<file path="src/rtl/prog_run_ctrl.sv">
// -----------------------------------------------------------------------------
// prog_run_ctrl
//
// Boot-and-run sequencer for the single-cycle MIPS core. On an accepted start
// it zero-fills the whole program memory, streams a host program into it over
// a valid/ready handshake, holds the core in clear for RST_HOLD cycles and then
// lets it run until a cycle budget expires or the host requests a halt.
//
// Ports
//   clk_in      : clock, rising edge
//   clr_n       : asynchronous active-low reset
//   start       : begin wipe/load/run (looked at only in IDLE or HALTED)
//   load_len    : number of words to load, 0..MEM_DEPTH (latched on start)
//   step_limit  : run budget in cycles, 0 = unlimited (latched on start)
//   host_valid  : host word valid
//   host_data   : host word
//   host_ready  : controller accepts a word this cycle
//   halt_req    : stop the run (looked at only in RUN)
//   prog_write  : program memory write enable
//   prog_addr   : program memory write address
//   prog_data   : program memory write data
//   cpu_clr     : active-high clear to the core
//   cpu_en      : core run enable
//   busy        : in WIPE, LOAD, RESET_CPU or RUN
//   done        : in HALTED
//   err         : last start was rejected (load_len > MEM_DEPTH)
//   run_cycles  : enabled cycles of the current/last run, saturating
//
// Every output is a register; the next values are formed in one combinational
// block so each state transition sets all of its outputs together.
// -----------------------------------------------------------------------------
module prog_run_ctrl #(
  parameter int ADDR_W    = 8,
  parameter int DATA_W    = 32,
  parameter int MEM_DEPTH = 256,
  parameter int RST_HOLD  = 2
) (
  input  logic              clk_in,
  input  logic              clr_n,
  input  logic              start,
  input  logic [ADDR_W:0]   load_len,
  input  logic [15:0]       step_limit,
  input  logic              host_valid,
  input  logic [DATA_W-1:0] host_data,
  output logic              host_ready,
  input  logic              halt_req,
  output logic              prog_write,
  output logic [ADDR_W-1:0] prog_addr,
  output logic [DATA_W-1:0] prog_data,
  output logic              cpu_clr,
  output logic              cpu_en,
  output logic              busy,
  output logic              done,
  output logic              err,
  output logic [15:0]       run_cycles
);

  localparam logic [2:0] ST_IDLE      = 3'd0;
  localparam logic [2:0] ST_WIPE      = 3'd1;
  localparam logic [2:0] ST_LOAD      = 3'd2;
  localparam logic [2:0] ST_RESET_CPU = 3'd3;
  localparam logic [2:0] ST_RUN       = 3'd4;
  localparam logic [2:0] ST_HALTED    = 3'd5;

  // Hold counter only needs to reach RST_HOLD-1.
  localparam int HOLD_W = (RST_HOLD > 1) ? $clog2(RST_HOLD) : 1;

  localparam logic [ADDR_W:0]   DEPTH_LEN = (ADDR_W + 1)'(MEM_DEPTH);
  localparam logic [ADDR_W-1:0] LAST_ADDR = ADDR_W'(MEM_DEPTH - 1);
  localparam logic [HOLD_W-1:0] HOLD_LAST = HOLD_W'(RST_HOLD - 1);

  // State and bookkeeping registers
  logic [2:0]        state_reg,      state_next;
  logic [ADDR_W:0]   len_reg,        len_next;
  logic [15:0]       limit_reg,      limit_next;
  logic [ADDR_W:0]   cnt_reg,        cnt_next;
  logic [HOLD_W-1:0] hold_reg,       hold_next;

  // Output registers
  logic              host_ready_reg, host_ready_next;
  logic              prog_write_reg, prog_write_next;
  logic [ADDR_W-1:0] prog_addr_reg,  prog_addr_next;
  logic [DATA_W-1:0] prog_data_reg,  prog_data_next;
  logic              cpu_clr_reg,    cpu_clr_next;
  logic              cpu_en_reg,     cpu_en_next;
  logic              busy_reg,       busy_next;
  logic              done_reg,       done_next;
  logic              err_reg,        err_next;
  logic [15:0]       run_cycles_reg, run_cycles_next;

  // Helpers
  logic [ADDR_W:0]   cnt_inc;
  logic [16:0]       run_inc;
  logic [15:0]       run_sat;
  logic              limit_hit;
  logic              handshake;

  assign cnt_inc   = cnt_reg + (ADDR_W + 1)'(1);
  assign handshake = host_valid && host_ready_reg;

  // run_inc is the count including the cycle that ends at this edge, so the
  // budget compare fires on the edge that completes the last allowed cycle.
  assign run_inc   = {1'b0, run_cycles_reg} + 17'd1;
  assign run_sat   = run_inc[16] ? 16'hFFFF : run_inc[15:0];
  assign limit_hit = (limit_reg != 16'd0) && (run_inc == {1'b0, limit_reg});

  always_comb begin
    state_next      = state_reg;
    len_next        = len_reg;
    limit_next      = limit_reg;
    cnt_next        = cnt_reg;
    hold_next       = hold_reg;
    host_ready_next = host_ready_reg;
    prog_write_next = prog_write_reg;
    prog_addr_next  = prog_addr_reg;
    prog_data_next  = prog_data_reg;
    cpu_clr_next    = cpu_clr_reg;
    cpu_en_next     = cpu_en_reg;
    busy_next       = busy_reg;
    done_next       = done_reg;
    err_next        = err_reg;
    run_cycles_next = run_cycles_reg;

    case (state_reg)
      ST_IDLE, ST_HALTED: begin
        if (start) begin
          if (load_len > DEPTH_LEN) begin
            // Rejected: stay put, only flag the error.
            err_next = 1'b1;
          end else begin
            len_next        = load_len;
            limit_next      = step_limit;
            cnt_next        = '0;
            err_next        = 1'b0;
            run_cycles_next = 16'd0;
            cpu_clr_next    = 1'b1;
            cpu_en_next     = 1'b0;
            busy_next       = 1'b1;
            done_next       = 1'b0;
            // First wipe write is presented in the very next cycle.
            prog_write_next = 1'b1;
            prog_addr_next  = '0;
            prog_data_next  = '0;
            state_next      = ST_WIPE;
          end
        end
      end

      ST_WIPE: begin
        if (prog_addr_reg == LAST_ADDR) begin
          prog_write_next = 1'b0;
          prog_addr_next  = '0;
          if (len_reg == '0) begin
            hold_next  = '0;
            state_next = ST_RESET_CPU;
          end else begin
            host_ready_next = 1'b1;
            state_next      = ST_LOAD;
          end
        end else begin
          prog_addr_next = prog_addr_reg + ADDR_W'(1);
        end
      end

      ST_LOAD: begin
        // A write is shown for exactly one cycle after each handshake.
        prog_write_next = 1'b0;
        if (handshake) begin
          prog_write_next = 1'b1;
          prog_addr_next  = cnt_reg[ADDR_W-1:0];
          prog_data_next  = host_data;
          cnt_next        = cnt_inc;
          if (cnt_inc == len_reg) begin
            host_ready_next = 1'b0;
            hold_next       = '0;
            state_next      = ST_RESET_CPU;
          end
        end
      end

      ST_RESET_CPU: begin
        // Clears the final load write, which lands in the first cycle here.
        prog_write_next = 1'b0;
        if (hold_reg == HOLD_LAST) begin
          cpu_clr_next = 1'b0;
          cpu_en_next  = 1'b1;
          state_next   = ST_RUN;
        end else begin
          hold_next = hold_reg + HOLD_W'(1);
        end
      end

      ST_RUN: begin
        run_cycles_next = run_sat;
        // Halt request and budget expiry both land in the same HALTED entry.
        if (halt_req || limit_hit) begin
          cpu_en_next = 1'b0;
          busy_next   = 1'b0;
          done_next   = 1'b1;
          state_next  = ST_HALTED;
        end
      end

      default: begin
        state_next      = ST_IDLE;
        host_ready_next = 1'b0;
        prog_write_next = 1'b0;
        cpu_clr_next    = 1'b1;
        cpu_en_next     = 1'b0;
        busy_next       = 1'b0;
        done_next       = 1'b0;
      end
    endcase
  end

  always_ff @(posedge clk_in or negedge clr_n) begin
    if (!clr_n) begin
      state_reg      <= ST_IDLE;
      len_reg        <= '0;
      limit_reg      <= 16'd0;
      cnt_reg        <= '0;
      hold_reg       <= '0;
      host_ready_reg <= 1'b0;
      prog_write_reg <= 1'b0;
      prog_addr_reg  <= '0;
      prog_data_reg  <= '0;
      cpu_clr_reg    <= 1'b1;
      cpu_en_reg     <= 1'b0;
      busy_reg       <= 1'b0;
      done_reg       <= 1'b0;
      err_reg        <= 1'b0;
      run_cycles_reg <= 16'd0;
    end else begin
      state_reg      <= state_next;
      len_reg        <= len_next;
      limit_reg      <= limit_next;
      cnt_reg        <= cnt_next;
      hold_reg       <= hold_next;
      host_ready_reg <= host_ready_next;
      prog_write_reg <= prog_write_next;
      prog_addr_reg  <= prog_addr_next;
      prog_data_reg  <= prog_data_next;
      cpu_clr_reg    <= cpu_clr_next;
      cpu_en_reg     <= cpu_en_next;
      busy_reg       <= busy_next;
      done_reg       <= done_next;
      err_reg        <= err_next;
      run_cycles_reg <= run_cycles_next;
    end
  end

  assign host_ready = host_ready_reg;
  assign prog_write = prog_write_reg;
  assign prog_addr  = prog_addr_reg;
  assign prog_data  = prog_data_reg;
  assign cpu_clr    = cpu_clr_reg;
  assign cpu_en     = cpu_en_reg;
  assign busy       = busy_reg;
  assign done       = done_reg;
  assign err        = err_reg;
  assign run_cycles = run_cycles_reg;

endmodule

</file>
<file path="config.mk">
export PLATFORM = sky130hd
export DESIGN_NAME = prog_run_ctrl
export DESIGN_NICKNAME = d
export VERILOG_FILES = /design/src/rtl/prog_run_ctrl.sv
export SDC_FILE = /design/constraint.sdc
export NUM_CORES = 1
export LEC_CHECK = 0
export CELL_PAD_IN_SITES_DETAIL_PLACEMENT = 1
export CELL_PAD_IN_SITES_GLOBAL_PLACEMENT = 2
export CORE_MARGIN = 8
export CORE_UTILIZATION = 28
export CTS_BUF_LIST = sky130_fd_sc_hd__clkbuf_2 sky130_fd_sc_hd__clkbuf_4 sky130_fd_sc_hd__clkbuf_8
export DETAILED_ROUTE_END_ITERATION = 8
export PLACE_DENSITY_LB_ADDON = 0.1
export SETUP_SLACK_MARGIN = 0.4
export SYNTH_ARGS = -nofsm -noshare
export SYNTH_HDL_FRONTEND = slang
export SYNTH_SLANG_ARGS = --single-unit
</file>
<file path="constraint.sdc">
create_clock -name clk_in -period 2.2 [get_ports clk_in]
set_clock_uncertainty 0.1 [all_clocks]
set_input_delay 0.22 -clock clk_in [delete_from_list [all_inputs] [get_ports clk_in]]
set_output_delay 0.22 -clock clk_in [all_outputs]
set_load 0.01 [all_outputs]
</file>
==> metrics.md, run 1 <==
| Metric | Value |
|---|---|
| Initial DRT Pass Iterations | 4 |
| Final #Nets | 887 |
| Wire per inst | 20.31 microns |
| Starting DRT DRC Count | 238 |
| Initial Util | 28.28% |
| Htree depth | 3 |
| Pwr Total | 10.08 mW |
| Final Cell Area | 9225 sq um |
| Layout fillers | 1981 |
| Hold Crit Class | input port to flop |
| Final hold violation count | 0 |
| Layout Utilization | 49.82% |
| Deepest clock path buffer count | 2 |
| Yosys top cell by area | dfrtp_1 |
| Final Setup Violations | 7 |
| Clock Latency Late Sink | 0.39 ns |
| Ys Warns | 0 |
| Yosys top cell area share | 47.79% |
| Status | complete, but fails checks |
| Area after DPL | 7612 sq um |
| Root buf cell | clkbuf_8 |
| Mean Syn Cell Area | 9.186 sq um |
| Row count | 50 |
| Setup TNS | -0.4137 ns |
| DP Wirelength | 15000 microns |
| Pwr/cell area | 1093 nW/um^2 |
| Tmin final | 2.303 ns |
| Max-cap viol count | 0 |
| Core box area | 18520 sq um |
| CP Capture Type | flop |
| Setup slack after layout | -0.1033 ns |
| Crit path from | run_cycles[0] |
| Clock sink count | 101 |
| Post-synthesis simple-gate area fraction | 21.43% |
| Failing checks | setup timing |
| RSZ-0062 raised after global routing | yes |
| Critical path type | flop to flop |
| CP required | 2.40 ns |
| Antenna viol nets, final | 0 |
| Multi-input logic area | 3402 sq um |
| Pins Over Slew Limit | 0 |
| Async SR Flop Fraction | 100.0% |
| Syn Nets | 635 |
| Worst VDD drop | 0.3977 mV |
| Overflow after GRT | 0 |
| Share of layout cells above drive strength 1 | 40.27% |
| Post-Synthesis Cells | 570 |
| Total leakage power | 4.103 nW |
| Top routing layer in use | met5 |
| DIE HEIGHT | 152.8 microns |
| Sequential share of the synthesized area | 48.29% |
| Finished Layout Cells | 1061 |
| Max reg flops | 32 |
| Routed length on met1 | 9586 microns |
| Diodes inserted | 0 |
| P&R area growth vs syn | 76.18% |
| Top-count cell post-synth | nand2_1 |
| Fmax | 434.2 MHz |
| # IOs | 125 |
| Compound-Gate Fraction of Synth Area | 19.64% |
| Critical-path cell list | buf_12 > nand4_4 > nor3_4 > xnor2_1 > or4_4 > nor4_4 > o311ai_1 > o21a_1 |
| Worst path slowest cell | or4_4 |
| Seq cells post-synth | 101 |
| Die Span X | 152.8 microns |
| Critical Path AT | 2.50 ns |
| List of most frequent post-synthesis cells | nand2_1 (113), dfrtp_1 (100), nor2_1 (37), a22o_1 (35) |
| Total Routed Length | 21550 microns |
| CP peak stage delay | 0.57 ns |
| Initial antenna violation count | 1 |
| Worst setup path end | busy |
| CP Launch Type | flop |
| First-pass GRT wire length | 32860 microns |
| Area share of xor/xnor cells in the synthesized design | 5.854% |
| Worst R2R Path Depth | 8 |
| Hold Worst Slack | 0.1669 ns |
| CTS Buf Count | 9 |
| Worst r2r dst | busy |
| Routed wl met3 | 826 microns |
| Post-synthesis mux area share | 0.1912% |
| Post-synth top flop | dfrtp_1 |
| DR vias/cell | 5.085 |
| Largest net degree at the start of global routing | 54 |
| Post-synthesis adder-cell area fraction | 0.7168% |
| Max-slew headroom | 62.05% |
| Die footprint | 23330 sq um |
| Area contributors post-synth | dfrtp_1 (48%), nand2_1 (8.1%), a22o_1 (5.9%) |
| Mapped Area | 5236 sq um |
| Vias after detailed routing | 5395 |
| Reg2reg setup slack | -0.10 ns |
| Clock-pin slew on the worst setup and hold paths | 0.12 ns |
| Worst-margin pin slew | 0.5641 ns |
| Final Cycle Share | 104.7% |
| Synth unique cells | 60 |
| GR Util All Layers | 17.57% |
| Vias in the first global route | 5862 |
| Critical R2R Launch | run_cycles[0] |
| Placer congestion estimate | 0.7926 |
| Combinational family with the most area after synthesis | simple AND/OR/NAND/NOR gates |
| Critical path peak fanout | 5 |
| Met2 WL | 10730 microns |
| DRC viols | 0 |
| Place WS | -0.2618 ns |
| # port buffers | 124 |
| TritonCTS clock tree | done |
| Worst hold stages | 3 |
| Placed Cells incl. Taps | 1000 |
| EDFF count, synth | 0 |
| Reg area | 2544 sq um |
## power by group
part | leakage [nW] | switching, mW | internal, mW | total (mW)
combinational | 2.69 | 2.83 | 3.04 | 5.87
clock | 0.0954 | 0.800 | 0.451 | 1.25
sequential | 1.32 | 0.577 | 2.38 | 2.96
total | 4.10 | 4.21 | 5.87 | 10.1
## worst min-delay path by stage
stage / start / to / slack (ns)
6_report: host_valid / cnt_reg[5] / 0.17
5_1_grt: host_valid / cnt_reg[5] / 0.16
4_1_cts: load_len[4] / len_reg[4] / 0.15
3_5_place_dp: clr_n / cpu_en / 0.06
3_3_place_gp: clr_n / cpu_en / 0.06
2_1_floorplan: clr_n / busy / -0.18
## repair_timing
action / CTS / global route
hold buffers: 1 / 0
setup buffers: 18 / 17
endpoints found under the hold margin: 23 / 0
pin swaps: 33 / 73
cloned: 1 / 8
gates resized for setup: 126 / 145
endpoints found under the setup margin: 115 / 106
## placed cells by master (no fill, tap or decap), types with 5 or more instances in the layout
cell and n:
nand2_2 35, nor2_1 29, clkdlybuf4s50_1 94, nand3_4 5
inv_1 10, nand3_1 10, nor3_4 6, nand4_1 6
dfrtp_1 88, a31oi_1 5, o21ai_0 6, nor4_1 6
o21ai_2 11, nor2_4 5, a21oi_1 23, clkbuf_8 9
dfrtp_2 12, a21oi_2 8, nand2_4 13, o21ai_1 13
clkbuf_16 7, buf_6 29, xnor2_1 23, a22o_1 35
nand2_1 63, buf_12 8, a311oi_2 7, and3_4 5
dlygate4sd2_1 24, buf_4 102, xor2_1 9
## worst max-delay path: cells and delay by family (launching register included)
kind	cells	cell delay [ns]
AOI/OAI and AO/OA	2	0.24
xor gates and xnor gates	1	0.10
buffers and inverters	1	0.12
DFF	1	0.45
and+or+nand+nor	4	1.21
## kinds of logic (layout without fill, tap and decap cells)
| logic type | after synthesis | count (layout) |
|---|---|---|
| simple gates | 233 | 234 |
| compound gates | 150 | 150 |
| flops | 101 | 101 |
| buf+inv | 47 | 303 |
| xor+xnor | 35 | 35 |
| fa+ha+maj | 3 | 3 |
| mux | 1 | 1 |
## per-layer routing
| layer | vias to the layer above | track usage [%] |
|---|---|---|
| met1 | 2712 | 21.66 |
| met2 | 111 | 30.20 |
| li1 | 2541 | - |
| met5 | - | 0 |
| met4 | 2 | 5.561 |
| met3 | 29 | 3.573 |
## cell type report
class / instances / share of cell area (%)
Inverter: 12 / 0.5154
Clock inverter: 7 / 0.8545
Timing Repair Buffer: 275 / 29.66
Tap cell: 234 / 3.174
Sequential cell: 101 / 27.57
Multi-Input combinational cell: 423 / 36.88
Clock buffer: 9 / 1.343
No activity file was read; power rests on OpenSTA's default activity.
==> run 2, diff against run 1 <==
CAP_MARGIN = 30   (was unset)
CORE_UTILIZATION = 31   (was 28)
HOLD_SLACK_MARGIN = 0.03   (was unset)
clock period = 2.43 ns   (was 2.2 ns; I/O delays follow)
==> metrics.md, run 2 (synthesis results as in run 1) <==
| Metric | Value |
|---|---|
| Status | complete, no violations (was complete, but fails checks) |
| Core box area | 16520 sq um (was 18520 sq um) |
| CP Capture Type | flop (unchanged) |
| DIE HEIGHT | 146.0 microns (was 152.8 microns) |
| DP Wirelength | 13870 microns (was 15000 microns) |
| Final #Nets | 816 (was 887) |
| Largest net degree at the start of global routing | 44 (was 54) |
| Commonest non-fill, non-tap cells in the layout | clkdlybuf4s50_1 (122), nand2_1 (111), dfrtp_1 (88) (was buf_4 (102), clkdlybuf4s50_1 (94), dfrtp_1 (88)) |
| Starting DRT DRC Count | 250 (was 238) |
| Max-cap viol count | 0 (unchanged) |
| Clock-pin slew on the worst setup and hold paths | 0.12 ns (about the same) |
| CP Launch Type | flop (unchanged) |
| Placer congestion estimate | 0.8577 (was 0.7926) |
| Routed length on met1 | 9397 microns (was 9586 microns) |
| CP required | 2.60 ns (was 2.40 ns) |
| P&R area growth vs syn | 51.09% (was 76.18%) |
| Final Cycle Share | 95.82% (was 104.7%) |
| Pwr Total | 7.725 mW (was 10.08 mW) |
| Final hold violation count | 0 (unchanged) |
| Htree depth | 3 (unchanged) |
| DR vias/cell | 5.213 (was 5.085) |
| Final Setup Violations | 0 (was 7) |
| CTS Buf Count | 9 (unchanged) |
| # port buffers | 124 (unchanged) |
| Initial antenna violation count | 0 (was 1) |
| Critical R2R Launch | run_cycles[8] (was run_cycles[0]) |
| DRC viols | 0 (unchanged) |
| Worst-margin pin slew | 0.5545 ns (was 0.5641 ns) |
| Max reg flops | 32 (unchanged) |
| Max-slew headroom | 63.03% (was 62.05%) |
| First-pass GRT wire length | 31360 microns (was 32860 microns) |
| Tmin final | 2.328 ns (was 2.303 ns) |
| TritonCTS clock tree | done (unchanged) |
| Share of layout cells above drive strength 1 | 22.35% (was 40.27%) |
| Clock sink count | 101 (unchanged) |
| Initial DRT Pass Iterations | 4 (unchanged) |
| Clock Latency Late Sink | 0.39 ns (about the same) |
| Critical Path AT | 2.50 ns (about the same) |
| Pwr/cell area | 976.4 nW/um^2 (was 1093 nW/um^2) |
| Area after DPL | 7162 sq um (was 7612 sq um) |
| Pins Over Slew Limit | 0 (unchanged) |
| Hold Crit Class | input port to flop (unchanged) |
| GR Util All Layers | 18.23% (was 17.57%) |
| Critical path peak fanout | 7 (was 5) |
| Top routing layer in use | met4 (was met5) |
| Commonest non-fill, non-tap cell in the layout | clkdlybuf4s50_1 (was buf_4) |
| Vias after detailed routing | 5088 (was 5395) |
| Crit path from | run_cycles[8] (was run_cycles[0]) |
| Critical path type | flop to flop (unchanged) |
| Die footprint | 21310 sq um (was 23330 sq um) |
| Deepest clock path buffer count | 2 (unchanged) |
| Fmax | 429.5 MHz (was 434.2 MHz) |
| Antenna viol nets, final | 0 (unchanged) |
| # IOs | 125 (unchanged) |
| Total Routed Length | 19590 microns (was 21550 microns) |
| Initial Util | 31.69% (was 28.28%) |
| Total leakage power | 3.381 nW (was 4.103 nW) |
| Overflow after GRT | 0 (unchanged) |
| RSZ-0062 raised after global routing | yes (unchanged) |
| Met2 WL | 8840 microns (was 10730 microns) |
| Wire per inst | 20.08 microns (was 20.31 microns) |
| Row count | 47 (was 50) |
| Diodes inserted | 0 (unchanged) |
| Die Span X | 146.0 microns (was 152.8 microns) |
| HP Start | step_limit[10] (was host_valid) |
| Final Cell Area | 7911 sq um (was 9225 sq um) |
| Root buf cell | clkbuf_8 (unchanged) |
| Layout fillers | 1868 (was 1981) |
| Worst VDD drop | 0.4506 mV (was 0.3977 mV) |
| Routed wl met3 | 1143 microns (was 826 microns) |
| Vias in the first global route | 5508 (was 5862) |
## run 2: routing by layer
layer	vias up	GRT usage (%)
met2	108	28.37
li1	2402	-
met3	14	5.224
met5	-	0
met4	0	4.477
met1	2564	24.35
## run 2: per-stage QoR
step | worst slack [ns] | hold slack (ns) | TNS, ns | utilization (%) | std cells
detailed placement | -0.2266 | 0.1654 | -6.670 | 43.34 | 935
finish | 0.1016 | 0.2704 | 0 | 47.88 | 976
global route | 0.004215 | 0.2719 | 0 | 47.88 | 976
global placement | -0.1569 | 0.1606 | -4.667 | 43.34 | 935
floorplan | 0.2311 | -0.1526 | 0 | - | 570
CTS | 0.1319 | 0.2563 | 0 | 46.85 | 972
## run 2: cell type report
class,instances,area (sq um),share of cell area (%)
clock buffers,10,137.6,1.740
flip-flops and latches,101,2544,32.15
clock inverters,6,62.56,0.7908
multi-input cells,424,2893,36.56
repair buffers,203,1954,24.70
well taps,220,275.3,3.479
inverters,12,45.04,0.5693
## run 2: timing repair
action	in CTS	in global routing
hold buffers	1	0
cloned	2	1
setup buffers	18	3
endpoints found under the hold margin	33	0
gates resized for setup	47	32
setup endpoints to repair	81	68
pin swaps	21	12
## run 2: power breakdown
part / internal, mW / switching, mW
clock: 0.434 / 0.702
combinational: 1.88 / 2.02
sequential: 2.15 / 0.537
## run 2: final timing paths
| path | endpoint | slack [ns] | cells past startpoint |
|---|---|---|---|
| max in group asynchronous | len_reg[7] | 1.20 | 3 |
| min in group asynchronous | limit_reg[6] | 0.28 | 2 |
| hold reg to reg | err | 0.40 | 2 |
| hold / removal | limit_reg[10] | 0.27 | 3 |
| setup reg to reg | cpu_en | 0.10 | 7 |
| setup / recovery | cpu_en | 0.10 | 7 |
## run 2: worst max-delay path, stage by stage, from the launching register on
cell and delay [ns]:
dfrtp_2 0.44, nand3_2 0.22, nor3_4 0.24, xnor2_1 0.09, or4_4 0.59, o31ai_4 0.19
and3_4 0.25, a21oi_1 0.07
==> run 3, diff against run 2 <==
SLEW_MARGIN = 20   (was unset)
==> results of run 3 <==
Same layout as run 2: the final DEF is identical, and so are final timing and power.
